File: config.mk
export PLATFORM = sky130hd
export DESIGN_NAME = a2d_spi_resp
export DESIGN_NICKNAME = d
export VERILOG_FILES = /design/src/rtl/a2d_spi_resp.sv
export SDC_FILE = /design/constraint.sdc
export NUM_CORES = 1
export LEC_CHECK = 0
export CORE_AREA = 2 2 71 90
export CTS_CLUSTER_DIAMETER = 100
export DETAILED_ROUTE_END_ITERATION = 8
export DIE_AREA = 0 0 73 92
export GPL_ROUTABILITY_DRIVEN = 1
export HOLD_SLACK_MARGIN = 0.12
export PLACE_DENSITY_LB_ADDON = 0.25
export SETUP_SLACK_MARGIN = 0.2
export SLEW_MARGIN = 15
export SYNTH_ARGS = -nofsm -noshare
export SYNTH_HDL_FRONTEND = slang
export SYNTH_SLANG_ARGS = --single-unit
export TNS_END_PERCENT = 50
File: constraint.sdc
create_clock -name clk -period 1.7 [get_ports clk]
set_input_delay 0.425 -clock clk [delete_from_list [all_inputs] [get_ports clk]]
set_output_delay 0.425 -clock clk [all_outputs]
set_load 0.1 [all_outputs]
File: src/rtl/a2d_spi_resp.sv
// a2d_spi_resp: converter-side SPI responder for the two-word A2D frame.
// Receives the channel command, then returns the complemented 12-bit sample.
module a2d_spi_resp (
   input  logic        clk,
   input  logic        rst,
   input  logic        SS_n,
   input  logic        SCLK,
   input  logic        MOSI,
   output logic        MISO,
   output logic [2:0]  chnnl,
   input  logic [11:0] smpl,
   output logic        cmd_vld,
   output logic        frm_done,
   output logic        frm_err
);
   typedef enum logic [1:0] {IDLE, CMD, RESP, DONE} state_t;
   state_t      state_q, state_d;
   logic [2:0]  ss_sync_q, ss_sync_d, sclk_sync_q, sclk_sync_d;
   logic [1:0]  mosi_sync_q, mosi_sync_d;
   logic [15:0] rx_shift_q, rx_shift_d, tx_shift_q, tx_shift_d, rx_next;
   logic [5:0]  bit_cnt_q, bit_cnt_d;
   logic [2:0]  chnnl_q, chnnl_d;
   logic        cmd_vld_q, cmd_vld_d, frm_done_q, frm_done_d, frm_err_q, frm_err_d;
   logic        sclk_rise, sclk_fall, ss_fall, ss_rise;

   assign sclk_rise = sclk_sync_q[1] & ~sclk_sync_q[2];
   assign sclk_fall = ~sclk_sync_q[1] & sclk_sync_q[2];
   assign ss_rise   = ss_sync_q[1] & ~ss_sync_q[2];
   assign ss_fall   = ~ss_sync_q[1] & ss_sync_q[2];
   assign rx_next   = {rx_shift_q[14:0], mosi_sync_q[1]};

   always_comb begin
      ss_sync_d   = {ss_sync_q[1:0], SS_n};
      sclk_sync_d = {sclk_sync_q[1:0], SCLK};
      mosi_sync_d = {mosi_sync_q[0], MOSI};
      state_d     = state_q;
      bit_cnt_d   = bit_cnt_q;
      rx_shift_d  = rx_shift_q;
      tx_shift_d  = tx_shift_q;
      chnnl_d     = chnnl_q;
      cmd_vld_d   = 1'b0;
      frm_done_d  = 1'b0;
      frm_err_d   = 1'b0;
      case (state_q)
         IDLE: begin
            bit_cnt_d = 6'd0;
            if (ss_fall) state_d = CMD;
         end
         CMD: begin
            if (ss_rise) begin
               frm_err_d = 1'b1;
               state_d   = IDLE;
               bit_cnt_d = 6'd0;
            end else if (sclk_rise) begin
               rx_shift_d = rx_next;
               bit_cnt_d  = bit_cnt_q + 6'd1;
               if (bit_cnt_q == 6'd15) begin
                  chnnl_d   = rx_next[13:11];
                  cmd_vld_d = 1'b1;
                  state_d   = RESP;
               end
            end
         end
         RESP: begin
            if (ss_rise) begin
               frm_err_d = 1'b1;
               state_d   = IDLE;
               bit_cnt_d = 6'd0;
            end else begin
               // sample source has had one clk to follow the newly latched chnnl
               tx_shift_d = cmd_vld_q ? {4'b0000, ~smpl} : sclk_fall ? {tx_shift_q[14:0], 1'b0} : tx_shift_q;
               if (sclk_rise) begin
                  bit_cnt_d = bit_cnt_q + 6'd1;
                  if (bit_cnt_q == 6'd31) state_d = DONE;
               end
            end
         end
         default: begin
            if (ss_rise) begin
               frm_done_d = 1'b1;
               state_d    = IDLE;
            end
         end
      endcase
   end

   always_ff @(posedge clk or posedge rst) begin
      if (rst) begin
         state_q     <= IDLE;
         ss_sync_q   <= 3'b111;
         sclk_sync_q <= 3'b111;
         mosi_sync_q <= 2'b00;
         rx_shift_q  <= 16'h0000;
         tx_shift_q  <= 16'h0000;
         bit_cnt_q   <= 6'd0;
         chnnl_q     <= 3'd0;
         cmd_vld_q   <= 1'b0;
         frm_done_q  <= 1'b0;
         frm_err_q   <= 1'b0;
      end else begin
         state_q     <= state_d;
         ss_sync_q   <= ss_sync_d;
         sclk_sync_q <= sclk_sync_d;
         mosi_sync_q <= mosi_sync_d;
         rx_shift_q  <= rx_shift_d;
         tx_shift_q  <= tx_shift_d;
         bit_cnt_q   <= bit_cnt_d;
         chnnl_q     <= chnnl_d;
         cmd_vld_q   <= cmd_vld_d;
         frm_done_q  <= frm_done_d;
         frm_err_q   <= frm_err_d;
      end
   end

   assign MISO     = (state_q == RESP) ? tx_shift_q[15] : (state_q == DONE) ? 1'b0 : 1'b1;
   assign chnnl    = chnnl_q;
   assign cmd_vld  = cmd_vld_q;
   assign frm_done = frm_done_q;
   assign frm_err  = frm_err_q;
endmodule
; ---- Word level (Yosys, flattened, before mapping)
; Cells that the tools add are included.
[totals]
ff_bits = 51
inputBits = 17
wordCells = 67
[classes]
n_addsub = 1
n_eq_ne = 11
n_mux = 23
bitwise_logic = 10
n_reduce_logical = 11
[op_table]
columns = operator, count
row1 = 2-to-1 mux 16 bit, 2
row2 = 2-to-1 mux 2 bit, 8
row3 = 2-to-1 mux 6 bit, 2
row4 = != test 3 bit (second input constant), 4
row5 = NOT 12 bit, 1
row6 = one-hot mux 6 bit (2 select lines), 1
row7 = 2-to-1 mux 1 bit, 9
row8 = adder 6 x 1 -> 6 bit (second input constant), 1
row9 = equality test 6 x 4 -> 1 bit (second input constant), 1
row10 = equality test 6 x 5 -> 1 bit (second input constant), 1
row11 = one-hot mux 2 bit (3 select lines), 1
row12 = AND reduction 3 bit, 2
row13 = AND reduction 6 bit, 1
row14 = NOT 1 bit, 5
row15 = bitwise AND 1 bit, 4
row16 = equality test 2 bit (second input constant), 2
row17 = AND reduction 4 bit, 1
row18 = nonzero test 2 bit, 2
row19 = nonzero test 4 bit, 1
row20 = != test 3 x 1 -> 1 bit (second input constant), 1
row21 = OR reduction 3 bit, 1
row22 = equality test 2 x 1 -> 1 bit (second input constant), 1
row23 = logical NOT 2 bit, 1
row24 = != test 2 bit (second input constant), 1
row25 = other kinds (2), 2

; ---- Logic depth before layout (Yosys ltp)
[logic_depth]
ltp_word = 5
ltp_mapped = 7
mapped_depth_nobuf = 6

; ---- Worst setup path before layout
; OpenSTA, ideal clock, no wires.
[synth_timing]
path_type = register -> output
from = reg state_q[0]
to = out MISO
arrival_ns = 2.372
slack_ns = -1.097
stages_incl_launch_ff = 5
path_buffers = 1
path_cell_list = dfrtp_1 inv_1 ha_1 buf_2 mux2i_1
[synth_between]
elab_chain_len = 3
word_cells_on_any_way = 4
cone_classes = 2 x eq/ne / 2 x mux
[synth_lines]
columns = element, line_no
row1 = "start, declared", 17  ; state_t state_q, state_d;
row2 = "start signal, assigned", 101  ; state_q <= state_d;
row3 = equality test 2 bit, 115  ; assign MISO = (state_q == RESP) ? tx_shift_q[15] : (state_q == DONE) ? 1'b0 : 1'b1;
row4 = 2-to-1 mux 1 bit, 115
row5 = 2-to-1 mux 1 bit *, 115
row6 = "end, declared", 9  ; output logic MISO,
; Mark *: on every way between the ends. The rest lies on a longest branch, timed or not.

; ---- Final worst setup path
[layout_timing]
from = reg state_q[1]
to = out MISO
; The elaborated chain is that of the path after synthesis.

==> key figures <==
Outcome
  • Status: finished, violations left
  • Violated checks: setup timing

Worst setup path
  • Buf/Inv on CP: 2
  • R2R Path Start: state_q[1]
  • Critical path depth in cells: 4
  • Crit-path cells: buf_4 -> ha_2 -> mux2i_4 -> buf_12
  • Register-to-Register Path Depth: 7
  • Critical path class: reg2out
  • Worst Setup Start Kind: flip-flop
  • Reg-to-Reg End: state_q[0]
  • Critical path's top delay family: flip-flops
  • CP Capture Point: MISO
  • Crit path required time: 1.27 ns
  • Reg2Reg Setup Slack: -0.10 ns
  • Crit-path max cell delay: 0.41 ns
  • Critical path origin: state_q[1]
  • Crit. End Element: output port
  • Crit path max-delay cell type: dfrtp_1
  • CP arrival: 1.40 ns
  • CP max FO: 3

Die
  • Num rows: 32
  • Core ar.: 5970 um^2
  • Io pins: 24
  • Die height: 92 um
  • Die Area: 6720 um^2
  • DIE WIDTH: 73 um
  • Initial core utilization: 38.1%

Logic synthesis
  • Post-Syn Nets: 220
  • Share of the synthesized area in the top cell type: 49.5%
  • Post-synth EDFFs: 0
  • Synthesized instance count: 197
  • Post-synth top cells: dfrtp_1 (45), nand2_1 (31), o21ai_0 (28), mux2_4 (10), nor2_1 (9)
  • Ys flop type: dfrtp_1
  • Synthesized cell area: 2270 um^2
  • Mean Syn Cell Area: 11.5 um^2
  • Complex-gate fraction of the synthesized area: 9.19%
  • Number of warning messages in the yosys log: 0
  • Top-count cell post-synth: dfrtp_1
  • Post-synthesis mux area share: 11.4%
  • Sequential area share after synthesis: 56.4%
  • Largest cells by area after synthesis: dfrtp_1 (50%), dfstp_2 (6.9%), mux2_4 (6.6%)
  • Xor and xnor area share after synthesis: 1.93%
  • Largest family of logic cells by synthesized area: simple AND/OR/NAND/NOR gates
  • Post-synth ARST share: 100%
  • Dominant cell type by area after synthesis: dfrtp_1
  • Synth Area in Simple Gates: 13.1%
  • Distinct cells, synth: 38
  • Flops & latches, synth: 51
  • Synth Area in Adders: 3.74%

Drt
  • Final wirelength: 4.45 mm
  • Antenna-violating nets left: 0
  • Routed len/inst: 14.0 um
  • Router iterations before antenna repair: 4
  • Vias per inst: 4.87
  • Via total after detailed routing: 1,549
  • Initial DRC count: 84
  • Post-route DRC: 0

Clock tree
  • H-tree levels: 2
  • CTS tree: built
  • Clock-pin slew on the worst setup and hold paths: 0.09 ns
  • Cts hold-fix bufs: 0
  • CTS Buffer Depth: 2
  • Worst-skew pair later-pin latency: 0.30 ns
  • Clock Sink Count: 51
  • Root buffer cell: clkbuf_8
  • CTS Buf Count: 5

Timing
  • RSZ-0062 raised after global routing: yes
  • Final Max Tran Viols: 0
  • Slew HR: 81.9%
  • Peak Freq: 547 MHz
  • Clock skew: 0.00618 ns
  • Minimum clock period: 1.83 ns
  • Finish-stage setup viols: 11
  • Hold Fails Final Rpt: 0
  • Fraction of the cycle the final worst path needs: 108%
  • Final worst setup slack: -0.128 ns
  • Setup TNS: -0.522 ns
  • Measured slew at the worst slew-check pin: 0.272 ns

Worst hold path
  • HP Class: reg2reg
  • HP Start: ss_sync_q[0]

Placed design
  • GP Congestion: 0.761
  • IO Port Bufs: 23
  • HPWL after detailed placement: 2.61 mm

Cells and area
  • N_diodes: 0
  • Share of cells above drive strength 1: 36.8%
  • Area growth syn-to-layout: 39.9%
  • # fillers: 496
  • Final core occ: 53.4%
  • Layout Nets: 272

Flow run
  • Max_cap viols: 0

GRT
  • Gr ovfl total: 0
  • Largest net degree at the start of global routing: 52
  • Vias in the first global route: 1,603
  • Initial antenna violation count: 0
  • First-pass GRT wire length: 7.62 mm
  • GRT Total Usage: 14.7%

Pwr
  • Power density over the cells: 890 nW/um^2
  • Int Pwr: 0.00208 W
  • Total power: 0.00283 W
  • Combinational Power Share: 25.0%
  • Switch Pwr: 0.000756 W
  • Leakage: 1.41 nW
  • Peak supply drop: 447 uV
  • Share of power burned in registers: 48.8%
  • Clock network fraction of total power: 26.1%
  • Net Sw Frac: 26.7%
## per-stage QoR
step / hold slack (ns) / cell area (um^2) / worst slack [ns] / instances
final: 0.355 / 3180 / -0.128 / 318
after global routing: 0.354 / 3180 / -0.168 / 318
after CTS: 0.357 / 3080 / -0.124 / 312
after detailed placement: 0.337 / 2740 / -0.0654 / 292
after global placement: 0.333 / 2740 / 0.0146 / 292
after floorplan: 0.331 / 2310 / -0.160 / 197
## registers in the layout, indices dropped and copies added, names as in the netlist
name / cells
sclk_sync_q: 3
state_q: 2
bit_cnt_q: 6
mosi_sync_q: 2
cmd_vld: 1
frm_err: 1
frm_done: 1
chnnl: 3
rx_shift_q: 13
ss_sync_q: 3
tx_shift_q: 16
## per-layer routing
metal	vias to the layer above	routed length, um	track usage (%)
met5	-	0	0
met4	0	68	5.40
met3	7	137	3.41
met2	23	2230	23.4
met1	746	2020	19.4
li1	773	-	-
## worst reg2reg max path, cell delays in order, from the launching register on
cell,delay (ns)
dfrtp_1,0.41
buf_6,0.14
ha_4,0.16
buf_4,0.14
mux2_4,0.29
o311ai_4,0.25
o21ai_2,0.10
a32o_1,0.21
## power groups by stage
stage / Combinational [W] / Clock [W] / Sequential (W)
finish: 0.000709 / 0.000740 / 0.00138
floorplan: 0.000334 / 0 / 0.00141
CTS: 0.000609 / 0.000770 / 0.00138
detailed placement: 0.000508 / 0 / 0.00140
global route: 0.000777 / 0.000824 / 0.00140
global placement: 0.000502 / 0 / 0.00140
## repair_timing
action	CTS	global route
buffers inserted	8	6
resized for setup	45	11
pin swaps	6	6
cloned	4	0
endpoints found under the setup margin	40	41
## worst min path at each step
stage                          end  depth (start not counted)
floorplan           mosi_sync_q[1]                          0
CTS                   ss_sync_q[1]                          0
global placement    mosi_sync_q[1]                          0
detailed placement  mosi_sync_q[1]                          0
finish                ss_sync_q[1]                          0
global route          ss_sync_q[1]                          0
## layout by cell type, fill, tap and decap left out, types with 3 or more instances in the layout
cell / instances
buf_6: 6
buf_12: 10
clkdlybuf4s50_1: 16
o21ai_0: 12
inv_1: 4
o21ai_2: 3
dfrtp_1: 44
nand2_1: 30
clkbuf_8: 6
o21ai_1: 13
ha_4: 3
nand2b_1: 5
buf_4: 20
dfstp_2: 6
xnor2_1: 3
mux2_4: 17
nor2_1: 9
## area by class of cell
| cell class | count | area [um^2] | area share (%) |
|---|---|---|---|
| timing repair buffer | 55 | 648 | 20.4 |
| inverter | 7 | 32.5 | 1.02 |
| sequential | 51 | 1280 | 40.4 |
| multi-input combinational | 129 | 1030 | 32.5 |
| clock buffer | 6 | 82.6 | 2.59 |
| clock inverter | 2 | 16.3 | 0.511 |
| tap | 68 | 85.1 | 2.67 |
## kinds of logic after synthesis
| family | count (synthesis) |
|---|---|
| AOI/OAI and AO/OA | 36 |
| xor gates and xnor gates | 5 |
| adders and majority gates | 7 |
| buffers and inverters | 17 |
| DFF | 51 |
| muxes | 20 |
| and+or+nand+nor | 61 |
(Power assumes the default switching activity.)
